`src/rtl/spi_slave_os.sv`:
```
`timescale 1ns/1ps
// SPI slave that oversamples sclk/cs_n/mosi in the clk domain.
// Parallel rx word with valid pulse; single-entry tx holding register with ready/load handshake.
module spi_slave_os #(
    parameter int SPI_MODE    = 1,
    parameter int SPI_TRF_BIT = 8,
    parameter int SYNC_STAGES = 2
) (
    input  logic                   clk,
    input  logic                   rst,
    input  logic                   sclk,
    input  logic                   cs_n,
    input  logic                   mosi,
    output logic                   miso,
    output logic                   miso_oe,
    input  logic [SPI_TRF_BIT-1:0] tx_data,
    input  logic                   tx_load,
    output logic                   tx_ready,
    output logic [SPI_TRF_BIT-1:0] rx_data,
    output logic                   rx_valid,
    output logic                   busy,
    output logic                   tx_underrun
);

    localparam int               CNT_W          = $clog2(SPI_TRF_BIT);
    localparam logic [CNT_W-1:0] LAST_BIT       = CNT_W'(SPI_TRF_BIT - 1);
    localparam bit               CPHA           = (SPI_MODE % 2) != 0;
    localparam bit               SAMPLE_ON_RISE = (SPI_MODE == 0) || (SPI_MODE == 3);

    typedef enum logic {
        IDLE,
        ACTIVE
    } state_t;

    state_t                 state;
    logic [SYNC_STAGES-1:0] sclk_sync;
    logic [SYNC_STAGES-1:0] cs_sync;
    logic [SYNC_STAGES-1:0] mosi_sync;
    logic                   sclk_d;
    logic                   cs_d;
    logic [SPI_TRF_BIT-1:0] tx_hold;
    logic [SPI_TRF_BIT-1:0] tx_shift;
    logic [SPI_TRF_BIT-2:0] rx_shift;
    logic [CNT_W-1:0]       bit_cnt;

    logic                   sclk_s;
    logic                   cs_s;
    logic                   mosi_s;
    logic                   sclk_rise;
    logic                   sclk_fall;
    logic                   sample_edge;
    logic                   shift_edge;
    logic                   cs_fall;
    logic                   cs_rise;
    logic                   word_done;
    logic                   word_start;
    logic [SPI_TRF_BIT-1:0] tx_word;

    // cs_n chain resets low so a frame already in progress at reset release
    // never produces a falling edge; only a fresh cs_n fall opens a frame.
    always_ff @(posedge clk or negedge rst) begin
        if (!rst) begin
            sclk_sync <= '0;
            cs_sync   <= '0;
            mosi_sync <= '0;
            sclk_d    <= 1'b0;
            cs_d      <= 1'b0;
        end else begin
            sclk_sync <= {sclk_sync[SYNC_STAGES-2:0], sclk};
            cs_sync   <= {cs_sync[SYNC_STAGES-2:0], cs_n};
            mosi_sync <= {mosi_sync[SYNC_STAGES-2:0], mosi};
            sclk_d    <= sclk_sync[SYNC_STAGES-1];
            cs_d      <= cs_sync[SYNC_STAGES-1];
        end
    end

    always_comb begin
        sclk_s      = sclk_sync[SYNC_STAGES-1];
        cs_s        = cs_sync[SYNC_STAGES-1];
        mosi_s      = mosi_sync[SYNC_STAGES-1];
        sclk_rise   = sclk_s & ~sclk_d;
        sclk_fall   = ~sclk_s & sclk_d;
        sample_edge = SAMPLE_ON_RISE ? sclk_rise : sclk_fall;
        shift_edge  = SAMPLE_ON_RISE ? sclk_fall : sclk_rise;
        cs_fall     = ~cs_s & cs_d;
        cs_rise     = cs_s & ~cs_d;
        word_done   = (state == ACTIVE) && sample_edge && (bit_cnt == LAST_BIT);
        word_start  = ((state == IDLE) && cs_fall) ||
                      ((state == ACTIVE) && word_done && !cs_rise);
        tx_word     = tx_ready ? '0 : tx_hold;
    end

    always_ff @(posedge clk or negedge rst) begin
        if (!rst) begin
            state       <= IDLE;
            miso        <= 1'b0;
            miso_oe     <= 1'b0;
            busy        <= 1'b0;
            tx_ready    <= 1'b1;
            tx_hold     <= '0;
            tx_shift    <= '0;
            rx_shift    <= '0;
            rx_data     <= '0;
            rx_valid    <= 1'b0;
            tx_underrun <= 1'b0;
            bit_cnt     <= '0;
        end else begin
            rx_valid    <= 1'b0;
            tx_underrun <= 1'b0;

            case (state)
                IDLE: begin
                    if (cs_fall) begin
                        state   <= ACTIVE;
                        busy    <= 1'b1;
                        miso_oe <= 1'b1;
                    end
                end
                ACTIVE: begin
                    if (word_done) begin
                        rx_data  <= {rx_shift, mosi_s};
                        rx_valid <= 1'b1;
                    end
                    if (cs_rise) begin
                        state   <= IDLE;
                        busy    <= 1'b0;
                        miso_oe <= 1'b0;
                        miso    <= 1'b0;
                        bit_cnt <= '0;
                    end else if (sample_edge) begin
                        rx_shift <= (SPI_TRF_BIT-1)'({rx_shift, mosi_s});
                        bit_cnt  <= bit_cnt + CNT_W'(1);
                    end else if (shift_edge && (CPHA || (bit_cnt != '0))) begin
                        // CPHA=0: a shift edge before the first sample of a word is
                        // either the frame's leading edge or the previous word's
                        // trailing edge, both already covered by word start.
                        miso     <= tx_shift[SPI_TRF_BIT-1];
                        tx_shift <= {tx_shift[SPI_TRF_BIT-2:0], 1'b0};
                    end
                end
                default: state <= IDLE;
            endcase

            if (word_start) begin
                tx_underrun <= tx_ready;
                tx_ready    <= 1'b1;
                bit_cnt     <= '0;
                if (CPHA) begin
                    tx_shift <= tx_word;
                end else begin
                    miso     <= tx_word[SPI_TRF_BIT-1];
                    tx_shift <= {tx_word[SPI_TRF_BIT-2:0], 1'b0};
                end
            end

            if (tx_load && tx_ready) begin
                tx_hold  <= tx_data;
                tx_ready <= 1'b0;
            end
        end
    end

endmodule
```
`config.mk`:
```
export PLATFORM = sky130hd
export DESIGN_NAME = spi_slave_os
export DESIGN_NICKNAME = d
export VERILOG_FILES = /design/src/rtl/spi_slave_os.sv
export SDC_FILE = /design/constraint.sdc
export NUM_CORES = 1
export LEC_CHECK = 0
export ABC_AREA = 1
export CORE_MARGIN = 3
export CORE_UTILIZATION = 53
export DETAILED_ROUTE_END_ITERATION = 12
export PLACE_DENSITY = 0.78
export REMOVE_ABC_BUFFERS = 1
export SYNTH_ARGS = -nofsm -noshare
export SYNTH_HDL_FRONTEND = slang
export SYNTH_SLANG_ARGS = --single-unit
```
`constraint.sdc`:
```
create_clock -name clk -period 2.1 [get_ports clk]
set_input_delay 0.21 -clock clk [delete_from_list [all_inputs] [get_ports clk]]
set_output_delay 0.21 -clock clk [all_outputs]
set_load 0.03 [all_outputs]
```
* Word level (Yosys, flattened, before mapping)
Index checks and enable logic that the tools add are counted.
** Cells by class
- Add/subtract/negate cells :: 1
- Eq/ne operators :: 6
- Mux-type cells :: 24
- Bitwise operators :: 10
- Reductions and logical operators :: 19
** Operator list (count)
- 8-bit 2-to-1 mux :: 6
- 1-bit 2-to-1 mux :: 12
- 3-bit 2-to-1 mux :: 4
- 2-bit by 1-bit inequality test with 1-bit output (second input constant) :: 4
- 2-bit nonzero test :: 4
- 1-bit logical AND :: 6
- 1-bit NOT :: 6
- 2-bit AND reduction :: 3
- 3-bit AND reduction :: 2
- 1-bit bitwise AND :: 4
- 1-bit one-hot mux with 2 select lines :: 2
- 4-bit AND reduction :: 1
- 3-bit by 1-bit adder with 3-bit output (second input constant) :: 1
- 3-bit == test (second input constant) :: 1
- 3-bit nonzero test :: 1
- 2-bit inequality test (second input constant) :: 1
- 1-bit zero test :: 1
- 1-bit logical OR :: 1
** Storage, ports and cells
- Logic and storage cells :: 76
- Flip-flop bits (word level) :: 48

* Longest topological paths before layout
Gate-level depths: netlist (run 1).
- Word-level depth :: 9
- Gate-level depth with buffers :: 10
- Mapped depth without buffers :: 10

* Worst setup path before layout (run 1)
Ideal clock, no wire load.
- Path type :: flip-flop to flip-flop
- Start :: reg bit_cnt[0]
- End :: reg tx_shift[1]
- Setup slack :: 0.601 ns
- Data required time :: 2.035 ns
- Path buffers :: 1
- Data arrival time :: 1.434 ns
- Setup time :: 0.065 ns
- Stages on the path, launching flop included :: 11
- Clock period less this slack :: 1.499 ns
- Cells stage by stage :: dfrtp_1 > ha_1 > ha_1 > nand2_1 > clkinv_1 > nand3_4 > nand2_8 > inv_6 > buf_8 > nand3_1 > nand2_1
** On the way
- Cells in the longest elaborated chain, start to end :: 7
- Elaborated cells on any way between the ends :: 11
- Those cells by class :: eq/ne (3); mux (1); reduce/logical (7)
** Ends and longest elaborated chain
- from (decl) :: RTL line 44 : logic [CNT_W-1:0] bit_cnt;
- from (signal assigned) :: RTL line 132 : bit_cnt <= bit_cnt + CNT_W'(1);
- 3-bit == test (*) :: RTL line 87 : word_done = (state == ACTIVE) && sample_edge && (bit_cnt == LAST_BIT);
- 1-bit logical AND (*) :: RTL line 87
- 1-bit logical AND (*) (2 in series) :: RTL line 89 : ((state == ACTIVE) && word_done && !cs_rise);
- 1-bit logical OR (*) :: RTL line 88 : word_start = ((state == IDLE) && cs_fall) ||
- 2-bit by 1-bit inequality test with 1-bit output (no line) / 2-bit nonzero test (equally long branches)
- 4-bit AND reduction (no line)
- to (signal assigned) :: RTL line 138 : tx_shift <= {tx_shift[SPI_TRF_BIT-2:0], 1'b0};
- to (signal assigned) :: RTL line 149 : tx_shift <= tx_word;
- to (signal assigned) :: RTL line 152 : tx_shift <= {tx_word[SPI_TRF_BIT-2:0], 1'b0};
- to (decl) :: RTL line 42 : logic [SPI_TRF_BIT-1:0] tx_shift;
Every way passes the cells marked *; elsewhere a longest branch is shown, timed or not.
A chain may end at the register's enable or synchronous reset.

* Final worst setup path (run 1)
- Start :: reg tx_ready
- End :: out tx_ready
** RTL lines
- from (decl) :: RTL line 18 : output logic tx_ready,
- from (signal assigned) :: RTL line 99 : tx_ready <= 1'b1;
- from (signal assigned) :: RTL line 146 : tx_ready <= 1'b1;
- from (signal assigned) :: RTL line 158 : tx_ready <= 1'b0;
No word-level cell between the ends.

==> metrics.csv, run 1 <==
stage,metric,value,unit
setup_path,Worst Path Arrival,1.61,ns
setup_path,critical path capture point type,primary output,
sta,slew margin rel.,62.1,%
synth,post-synthesis sequential area ratio,59.2,%
grt,vias in the first global route,1259,
setup_path,Worst Path Required,1.89,ns
setup_path,Worst Setup Start Kind,flop,
placement,Post-DP Area,2320,um^2
synth,Post-synth top cells,"nand2_1, dfrtp_1, inv_1",
placement,RePlAce Congestion,0.822,
cts,# clock sinks,48,
cts,Root Driver,clkbuf_8,
final_layout,layout cells sized above 1,9.80,%
cts,Max Root-Sink Buffers,2,
job,max cap viols,0,
synth,"EDFF count, synth",0,
sta,setup violators final,0,
final_layout,Post-Layout Cell Count,291,
synth,most numerous cell in the Yosys netlist,nand2_1,
power_and_ir_drop,Leakage,1.18,nW
floorplanning,Ports,28,
cts,Num CTS Buffers,5,
cts,post-CTS sizing,0,
cts,clk_lat worst skew,0.30,ns
setup_path,Buffers & Inverters on Critical Path,1,
cts,CTS H-tree depth,2,
floorplanning,Die X,67.9,um
setup_path,Max Fanout on Critical Path,10,
grt,GRT Total Usage,16.4,%
synth,library cells used by synthesis,25,
sta,fin crit share,86.8,%
power_and_ir_drop,Peak VDD IR,0.000589,V
drt,remaining routing DRC violations,0,
placement,Detailed Place HPWL,2380,um
sta,Setup TNS,0,ns
power_and_ir_drop,Tot Pwr,2.39,mW
sta,Slew Limit Fails,0,
drt,DR vias/cell,4.87,
drt,Avg WL per Cell,11.4,um
floorplanning,Die Y,67.9,um
drt,drt total wl,3300,um
synth,Gate Count Post-Synth,215,
floorplanning,Core Rows,21,
synth,Seq cells post-synth,48,
setup_path,crit-path cells,clkdlybuf4s50_1,
cts,Post CTS Setup Buffer Count,0,
floorplanning,Die ar.,4610,um^2
synth,Synth async-reset ratio,100,%
drt,DRT Pass-1 Iters,4,
synth,Mapped Avg Cell Area,9.45,um^2
sta,Final Hold Slack,-0.0185,ns
sta,Highest Clock Rate,549,MHz
setup_path,CP top delay family,buffers and inverters,
drt,DRT iter0 DRCs,127,
status,outcome,"complete, but fails checks",
sta,Worst Tran Pin Value,0.568,ns
synth,cell area after synthesis,2030,um^2
setup_path,crit-path max cell delay,0.70,ns
placement,Buffers on Ports,27,
drt,Via Count,1417,
final_layout,Nets,260,
synth,Synth Flop Type,dfrtp_1,
grt,GRT overflow,0,
placement,dpl cells,283,
setup_path,Setup Crit Path Kind,flop to primary output,
synth,top cell type's share of synthesized area,57.9,%
final_layout,register area,1200,um^2
grt,largest net degree at the start of global routing,49,
floorplanning,Core Region,3520,um^2
sta,Fin Clk Skew,0.00773,ns
final_layout,FILL cells,283,
sta,final hold violations,32,
setup_path,slowest library cell on the worst path,clkdlybuf4s50_1,
floorplanning,Initial Utilization,57.7,%
final_layout,Layout area overhead,19.0,%
final_layout,# diodes,0,
power_and_ir_drop,PD cells,990,nW/um^2
min_path,hold crit path type,input pin to async pin,
cts,Worst-path clk slew,0.09,ns
sta,Final Critical Period,1.82,ns
grt,initial antenna violation count,0,
synth,Area contributors post-synth,"dfrtp_1, nand2_1, o21ai_0",
sta,RSZ-0062 raised after global routing,false,
final_layout,final non-filler cell area,2420,um^2
cts,CTS tree,yes,
status,failing checks,negative hold slack,
cts,hold_buf cts,0,
drt,Detail Route Antenna Nets,0,
synth,"area leader, netlist",dfrtp_1,
synth,yosys warns,0,
final_layout,multi-input logic area,677,um^2
grt,first-pass GRT wire length,5530,um
==> power breakdown <==
part / leakage, nW / switching [mW] / internal, mW
clock: 0.0434 / 0.298 / 0.266
sequential: 0.621 / 0.125 / 1.14
combinational: 0.520 / 0.336 / 0.227
total: 1.18 / 0.759 / 1.63
==> cell type report <==
class                           count  area share (%)
Clock buffer                        6            3.42
Tap cell                           46            2.38
Inverter                           28            4.55
Multi-Input combinational cell    133            28.0
Clock inverter                      2           0.621
Timing Repair Buffer               28            11.3
Sequential cell                    48            49.7
==> registers in the layout, indices dropped and copies added (netlist names) <==
signal       flops
tx_hold          8
cs_sync          2
miso             1
state            1
rx_valid         1
busy             1
tx_ready         1
bit_cnt          3
rx_shift         7
cs_d             1
sclk_sync        2
sclk_d           1
tx_underrun      1
mosi_sync        2
rx_data          8
tx_shift         8
==> layout by cell type (no fill, tap or decap), drive strengths merged <==
| cell type | n |
|---|---|
| dfrtp | 47 |
| nand3 | 21 |
| a21oi | 2 |
| clkinv | 1 |
| o21ai | 26 |
| ha | 2 |
| nand2 | 71 |
| nor2 | 9 |
| buf | 2 |
| nand4 | 1 |
| o211ai | 1 |
| dfstp | 1 |
| inv | 27 |
| clkdlybuf4s50 | 26 |
| clkbuf | 6 |
| clkinvlp | 2 |
==> final timing paths <==
kind / start / cells past startpoint / slack, ns / endpoint
worst max-delay path: tx_ready / 1 / 0.28 / tx_ready
worst max register to register: bit_cnt[0] / 10 / 0.47 / tx_shift[2]
worst min register to register: cs_sync[0] / 0 / 0.35 / cs_sync[1]
max in group asynchronous: rst / 2 / 1.72 / tx_ready
worst min-delay path: rst / 2 / -0.02 / rx_valid
min in group clk: sclk / 1 / 0.34 / sclk_sync[0]
==> kinds of logic (layout without fill, tap and decap cells) <==
family	Yosys count	in the layout	synth area share, %
and+or+nand+nor	102	102	24.6
DFF	48	48	59.2
adders and majority gates	2	2	1.23
buffers and inverters	34	64	7.51
AOI/OAI and AO/OA	29	29	7.45
==> metal layers <==
metal | share of wire [%] | vias to the layer above | wire [um] | global-route usage [%]
met1 | 49 | 661 | 1610 | 22.4
met3 | 3.2 | 4 | 106 | 3.94
met5 | 0 | - | 0 | 0
met2 | 47 | 20 | 1540 | 24.3
met4 | 1.6 | 0 | 54 | 8.19
li1 | - | 732 | - | -
==> per-stage QoR <==
stage	setup slack [ns]	util (%)	hold WS, ns
after floorplan	0.587	-	-0.0856
after global placement	0.486	65.9	0.334
after detailed placement	0.463	65.9	0.335
after CTS	0.258	68.7	0.00855
after global routing	0.221	68.7	0.0410
final	0.277	68.7	-0.0185
Power figures use the tool's default switching activity.
==> run 2: changes to the inputs <==
--- a/config.mk
+++ b/config.mk
@@ -9,7 +9,7 @@
 export CORE_MARGIN = 3
 export CORE_UTILIZATION = 53
 export DETAILED_ROUTE_END_ITERATION = 12
-export PLACE_DENSITY = 0.78
+export PLACE_DENSITY = 0.81
 export REMOVE_ABC_BUFFERS = 1
 export SYNTH_ARGS = -nofsm -noshare
 export SYNTH_HDL_FRONTEND = slang
==> metrics.csv, run 2 (synthesis results as in run 1) <==
stage,metric,value,unit
setup_path,critical path capture point type,primary output,
setup_path,slowest library cell on the worst path,clkdlybuf4s50_1,
cts,post-CTS sizing,0,
job,max cap viols,0,
cts,# clock sinks,48,
final_layout,Layout area overhead,19.6,%
sta,setup violators final,0,
power_and_ir_drop,PD cells,972,nW/um^2
setup_path,CP top delay family,buffers and inverters,
setup_path,crit-path max cell delay,0.70,ns
cts,CTS H-tree depth,2,
floorplanning,Die X,67.9,um
cts,hold_buf cts,1,
sta,Worst Tran Pin Value,0.497,ns
grt,vias in the first global route,1405,
drt,DR vias/cell,4.83,
sta,Final Critical Period,1.84,ns
placement,Buffers on Ports,27,
setup_path,Setup Crit Path Kind,flop to primary output,
setup_path,Worst Setup Start Kind,flop,
drt,DRT Pass-1 Iters,4,
cts,Max Root-Sink Buffers,2,
final_layout,final non-filler cell area,2430,um^2
min_path,hold crit path type,input pin to async pin,
grt,largest net degree at the start of global routing,44,
floorplanning,Initial Utilization,57.7,%
drt,remaining routing DRC violations,0,
grt,GRT overflow,0,
floorplanning,Core Rows,21,
setup_path,Worst Path Arrival,1.63,ns
setup_path,FF-to-FF End,tx_shift[1],
drt,drt total wl,3400,um
sta,Setup TNS,0,ns
floorplanning,Die Y,67.9,um
floorplanning,Core Region,3520,um^2
cts,Num CTS Buffers,5,
placement,Detailed Place HPWL,2380,um
grt,GRT Total Usage,17.9,%
sta,Slew Limit Fails,0,
grt,first-pass GRT wire length,6020,um
sta,RSZ-0062 raised after global routing,false,
final_layout,Top Registers,"rx_data x8, tx_hold x8, tx_shift x8",
final_layout,"commonest non-fill, non-tap cells in the layout","nand2_1, dfrtp_1, clkdlybuf4s50_1, inv_1, o21ai_0",
final_layout,register area,1200,um^2
sta,post-route setup slack,0.260,ns
power_and_ir_drop,Leakage,1.20,nW
floorplanning,Ports,28,
sta,slew margin rel.,66.8,%
setup_path,FF-to-FF path depth,10,
cts,Post CTS Setup Buffer Count,0,
sta,final hold violations,0,
power_and_ir_drop,Peak VDD IR,0.000768,V
cts,clk_lat worst skew,0.30,ns
sta,Fin Clk Skew,0.00690,ns
setup_path,Buffers & Inverters on Critical Path,1,
grt,initial antenna violation count,0,
drt,DRT iter0 DRCs,91,
setup_path,crit-path cells,clkdlybuf4s50_1,
setup_path,flop2flop setup slack,0.39,ns
final_layout,# diodes,0,
final_layout,final core occ,69.0,%
placement,Place WS,0.412,ns
final_layout,FILL cells,291,
sta,fin crit share,87.6,%
cts,Root Driver,clkbuf_8,
final_layout,"most common cell after layout, fill and taps aside",nand2_1,
drt,Via Count,1411,
sta,Highest Clock Rate,544,MHz
cts,CTS tree,yes,
cts,Worst-path clk slew,0.09,ns
drt,Detail Route Antenna Nets,0,
setup_path,Worst Path Required,1.89,ns
status,outcome,finished clean,
placement,RePlAce Congestion,0.783,
final_layout,layout cells sized above 1,9.76,%
setup_path,RR Startpoint,bit_cnt[0],
sta,Final Hold Slack,0.267,ns
final_layout,multi-input logic area,677,um^2
final_layout,Nets,261,
floorplanning,Die ar.,4610,um^2
drt,Avg WL per Cell,11.6,um
placement,Post-DP Area,2330,um^2
setup_path,Max Fanout on Critical Path,10,
-- run 2: changes by cell type in the layout (fill, tap and decap cells not counted), sizes merged --
cell,before,now
clkinv,1,4
dlygate4sd3,0,1
clkbuf,6,5
clkinvlp,2,0
-- run 2: worst max path at each step --
stage / end / cells after the start / slack, ns / startpoint
global route: tx_ready / 1 / 0.20 / tx_ready
floorplan: tx_shift[1] / 10 / 0.59 / bit_cnt[0]
finish: tx_ready / 1 / 0.26 / tx_ready
detailed placement: tx_shift[2] / 10 / 0.41 / bit_cnt[0]
global placement: tx_shift[3] / 10 / 0.46 / bit_cnt[0]
CTS: tx_ready / 1 / 0.25 / tx_ready
-- run 2: per-layer routing --
layer,vias up,part of all wire (%),track usage (%),wire (um)
met5,-,0,0,0
met4,0,1.3,7.69,44
met3,2,4.0,4.93,136
met2,27,47,28.0,1600
met1,650,48,23.3,1620
li1,732,-,-,-
-- run 2: stage by stage --
stage / power [mW] / std cells
after detailed placement: 1.85 / 283
final: 2.36 / 292
after CTS: 2.38 / 292
after floorplan: 1.66 / 209
after global placement: 1.82 / 283
after global routing: 2.54 / 292
-- run 2: cell type report --
class	instances	share of cell area, %
Sequential cell	48	49.5
Timing Repair Buffer	29	12.2
Clock buffer	5	2.83
Inverter	28	4.53
Tap cell	46	2.37
Multi-Input combinational cell	133	27.9
Clock inverter	3	0.772
-- run 2: report_power, final --
| part | switching, mW | internal, mW |
|---|---|---|
| sequential | 0.122 | 1.14 |
| combinational | 0.342 | 0.231 |
| clock | 0.295 | 0.232 |
==> variant 1 (flow settings as in run 1) <==
`SPI_TRF_BIT`: 8 -> 4.
--- a/src/rtl/spi_slave_os.sv
+++ b/src/rtl/spi_slave_os.sv
@@ -5,3 +5,3 @@
     parameter int SPI_MODE    = 1,
-    parameter int SPI_TRF_BIT = 8,
+    parameter int SPI_TRF_BIT = 4,
     parameter int SYNC_STAGES = 2
Interface: changed (resized rx_data and tx_data); port bits go from 28 to 20. No check against the original RTL was run, so the function may have changed too.
==> variant 1 against run 1 <==
Worst hold slack better by 270 ps. First-iteration DRC count shrank 90%. Routed wire length decreased by 37%. Combinational power decreased by 25%. Setup slack improved by 64 ps. Total power fell by 28%. Area after synthesis is 37% lower. Cell count shrank 38%. Sequential cell count fell by 17. Cell area shrank 34%. Count of clock-buffer cells in the layout is the same.
==> variant 1: results (changes against run 1) <==
sta:
  hold_ws_ps: 256  # +274 ps
outcome:
  outcome: "finished clean"
cells_and_area:
  fin_nets: 162  # -38%
  drive_above_1_share: 0.184  # +0.0863
  reg_top3: "rx_data (4), tx_hold (4), tx_shift (4)"
grt:
  grt_first_pass_wirelength_um: 3370  # -39%
  grt_pass1_vias: 797  # -37%
  grt_max_degree: 32  # -35%
  grtUsageTotal: 0.170  # +0.00676
setup_path:
  path_max_fanout: 3  # -7
  reg2reg_depth: 7  # -3
  cpPeakStageDelay_ps: 670  # -30 ps
  r2r_slack_ps: 840  # +370 ps
synth:
  yosys-top-cells-count: "nand2_1, dfrtp_1, inv_1, nand3_1, o21ai_1"
  synth_area_leaders: "dfrtp_1, nand2_1, nand3_1"
  muxShareOfSynthArea: 0.00785  # +0.00785
  ys_seq_area_frac: 0.609  # +0.0177
  synthAdderAreaFrac: 0.00981  # -0.00250
pwr:
  p_leak_uw: 0.000812  # -31%
route:
  drtIter0Drc: 13  # -90%
  vias: 899  # -37%
  post_drt_wl_per_cell_um: 11.6  # +2.2%
clock_network:
  insertion_delay_ps: 330  # +30 ps
placement:
  io_buffers: 19  # -30%
  dp_hpwl_um: 1530  # -36%
## variant 1: kinds of logic (layout without fill, tap and decap cells)
logic type	count (synthesis)	in the layout
AOI/OAI and AO/OA	12	12
and+or+nand+nor	63	63
buffers and inverters	17	44
adders and majority gates	1	1
muxes	1	1
DFF	31	31
## variant 1: layout make-up
type / instances / area, um2
Clock buffer: 6 / 51.3
Clock inverter: 2 / 35.0
Fill cell: 185 / 668
Inverter: 16 / 63.8
Multi-Input combinational cell: 77 / 427
Sequential cell: 31 / 777
Tap cell: 28 / 35.0
Timing Repair Buffer: 20 / 198
## variant 1: where the power goes
| part | switching (uW) | internal [uW] | total, uW |
|---|---|---|---|
| logic | 248 | 172 | 420 |
| registers | 80.3 | 739 | 819 |
| clock network | 203 | 281 | 484 |
## variant 1: metal layers
| layer | part of all wire | vias to the layer above | global-route usage |
|---|---|---|---|
| li1 | - | 448 | - |
| met1 | 0.43 | 423 | 0.175 |
| met2 | 0.50 | 26 | 0.268 |
| met3 | 0.063 | 2 | 0.105 |
| met4 | 0.0067 | 0 | 0.0931 |
| met5 | 0 | - | 0 |
## variant 1: worst paths after layout
path | startpoint | end
max in group asynchronous | rst | tx_ready
max reg2reg | bit_cnt[0] | tx_shift[2]
min reg2reg | cs_sync[0] | cs_sync[1]
min | rst | rx_data[3]
min in group clk | sclk | sclk_sync[0]
max | tx_ready | tx_ready
## variant 1: through the flow
step / util / setup WS (ps) / area, um2 / cells
after floorplan: - / 937 / 1270 / 124
after global placement: 0.665 / 715 / 1500 / 172
after detailed placement: 0.665 / 705 / 1500 / 172
after CTS: 0.704 / 322 / 1590 / 180
after global routing: 0.704 / 286 / 1590 / 180
final: 0.704 / 342 / 1590 / 180
==> variant 2 (config.mk and constraints of run 1) <==
Made on the original files. Register the output `tx_underrun` once more, cleared by the reset; this adds one clock of latency there. The other outputs are not delayed to match.
--- a/src/rtl/spi_slave_os.sv
+++ b/src/rtl/spi_slave_os.sv
@@ -33,2 +33,4 @@
     } state_t;
+
+    logic tx_underrun_s0;
 
@@ -104,3 +106,3 @@
             rx_valid    <= 1'b0;
-            tx_underrun <= 1'b0;
+            tx_underrun_s0 <= 1'b0;
             bit_cnt     <= '0;
@@ -108,3 +110,3 @@
             rx_valid    <= 1'b0;
-            tx_underrun <= 1'b0;
+            tx_underrun_s0 <= 1'b0;
 
@@ -144,3 +146,3 @@
             if (word_start) begin
-                tx_underrun <= tx_ready;
+                tx_underrun_s0 <= tx_ready;
                 tx_ready    <= 1'b1;
@@ -162,2 +164,10 @@
 
+    always_ff @(posedge clk or negedge rst) begin
+        if (!rst) begin
+            tx_underrun <= '0;
+        end else begin
+            tx_underrun <= tx_underrun_s0;
+        end
+    end
+
 endmodule
Check against the original RTL: not equivalent (Yosys sat finds a counterexample within 10 cycles, from zero or initial values and one cycle with rst low).
==> variant 2 against run 1 <==
Setup slack got worse by 17 ps. Total power rose by 6.1%. Routed wire length grew 3.7%. Register-to-register slack worse by 20 ps. Sequential cell count grew 1. Cell area grew 2.6%. Via count increased by 1.7%. Area after synthesis grew 1.2%. Critical path type unchanged. Largest power group unchanged.
==> variant 2: results (changes against run 1) <==
synth:
  syn_area_per_cell_um2: 9.52  # +0.76%
  synth_area_leaders: "dfrtp_1, nand2_1, o21ai_0"
  yosys-top-cells-count: "nand2_1, dfrtp_1, inv_1"
  ys_seq_area_frac: 0.597  # +0.00497
  ys_warn_count: 0  # unchanged
grt:
  grt_first_pass_wirelength_um: 6020  # +8.7%
  grt_pass1_vias: 1291  # +2.5%
  grtUsageTotal: 0.176  # +0.0121
  grt_max_degree: 28  # -43%
placement:
  dp_hpwl_um: 2430  # +2.1%
  detailedPlace.worstSlack_ps: 429  # -34.1 ps
  dpl_cell_area_um2: 2350  # +1.5%
  dp_cells: 287  # +1.4%
  gp_congestion: 0.809  # -1.6%
route:
  drtIter0Drc: 79  # -38%
  vias: 1441  # +1.7%
  routed_via_density: 4.87  # about the same
  wl_um: 3420  # +3.7%
sta:
  timing.final.crit_share: 0.876  # +0.00797
  fin_skew_ps: 9.59  # +1.86 ps
setup_path:
  rr_endpoint: "rx_data[7]"
  r2r_slack_ps: 450  # -20 ps
  cp.arrival_ps: 1630  # +20 ps
  reg2reg_depth: 8  # -2
cells_and_area:
  drive_above_1_share: 0.0968  # -0.00118
  fillCellCount: 325  # +15%
  fin_nets: 263  # +1.2%
outcome:
  outcome: "finished clean"
pwr:
  p_leak_uw: 0.00122  # +3.2%
  ir_worst_vdd_mv: 0.805  # +37%
variant 2: cells by family after synthesis:
kind of cell    Yosys count  share of synthesized area
buf+inv                  34                     0.0742
simple gates            102                      0.243
fa+ha+maj                 2                     0.0122
compound gates           29                     0.0736
flops                    49                      0.597
variant 2: per-layer routing:
metal  vias up  share of wire  global-route usage
met5         -              0                   0
met4         0          0.022              0.0819
met3         7          0.032              0.0345
met2        22           0.46               0.250
met1       677           0.49               0.258
li1        735              -                   -
variant 2: report_power, final:
group          internal (uW)  switching (uW)
clock network            388             294
logic                    230             344
registers               1160             121
total                   1780             759
variant 2: layout make-up:
type,count,area [um2],area share
Tap cell,48,60.1,0.0242
Clock inverter,1,30.0,0.0121
Timing Repair Buffer,30,290,0.117
Inverter,28,110,0.0444
Multi-Input combinational cell,133,677,0.273
Clock buffer,7,86.3,0.0348
Sequential cell,49,1230,0.495
variant 2: timing repair:
action	4_1_cts	5_1_grt
hold endpoints to repair	24	0
hold buffers	1	0
endpoints found under the setup margin	0	0
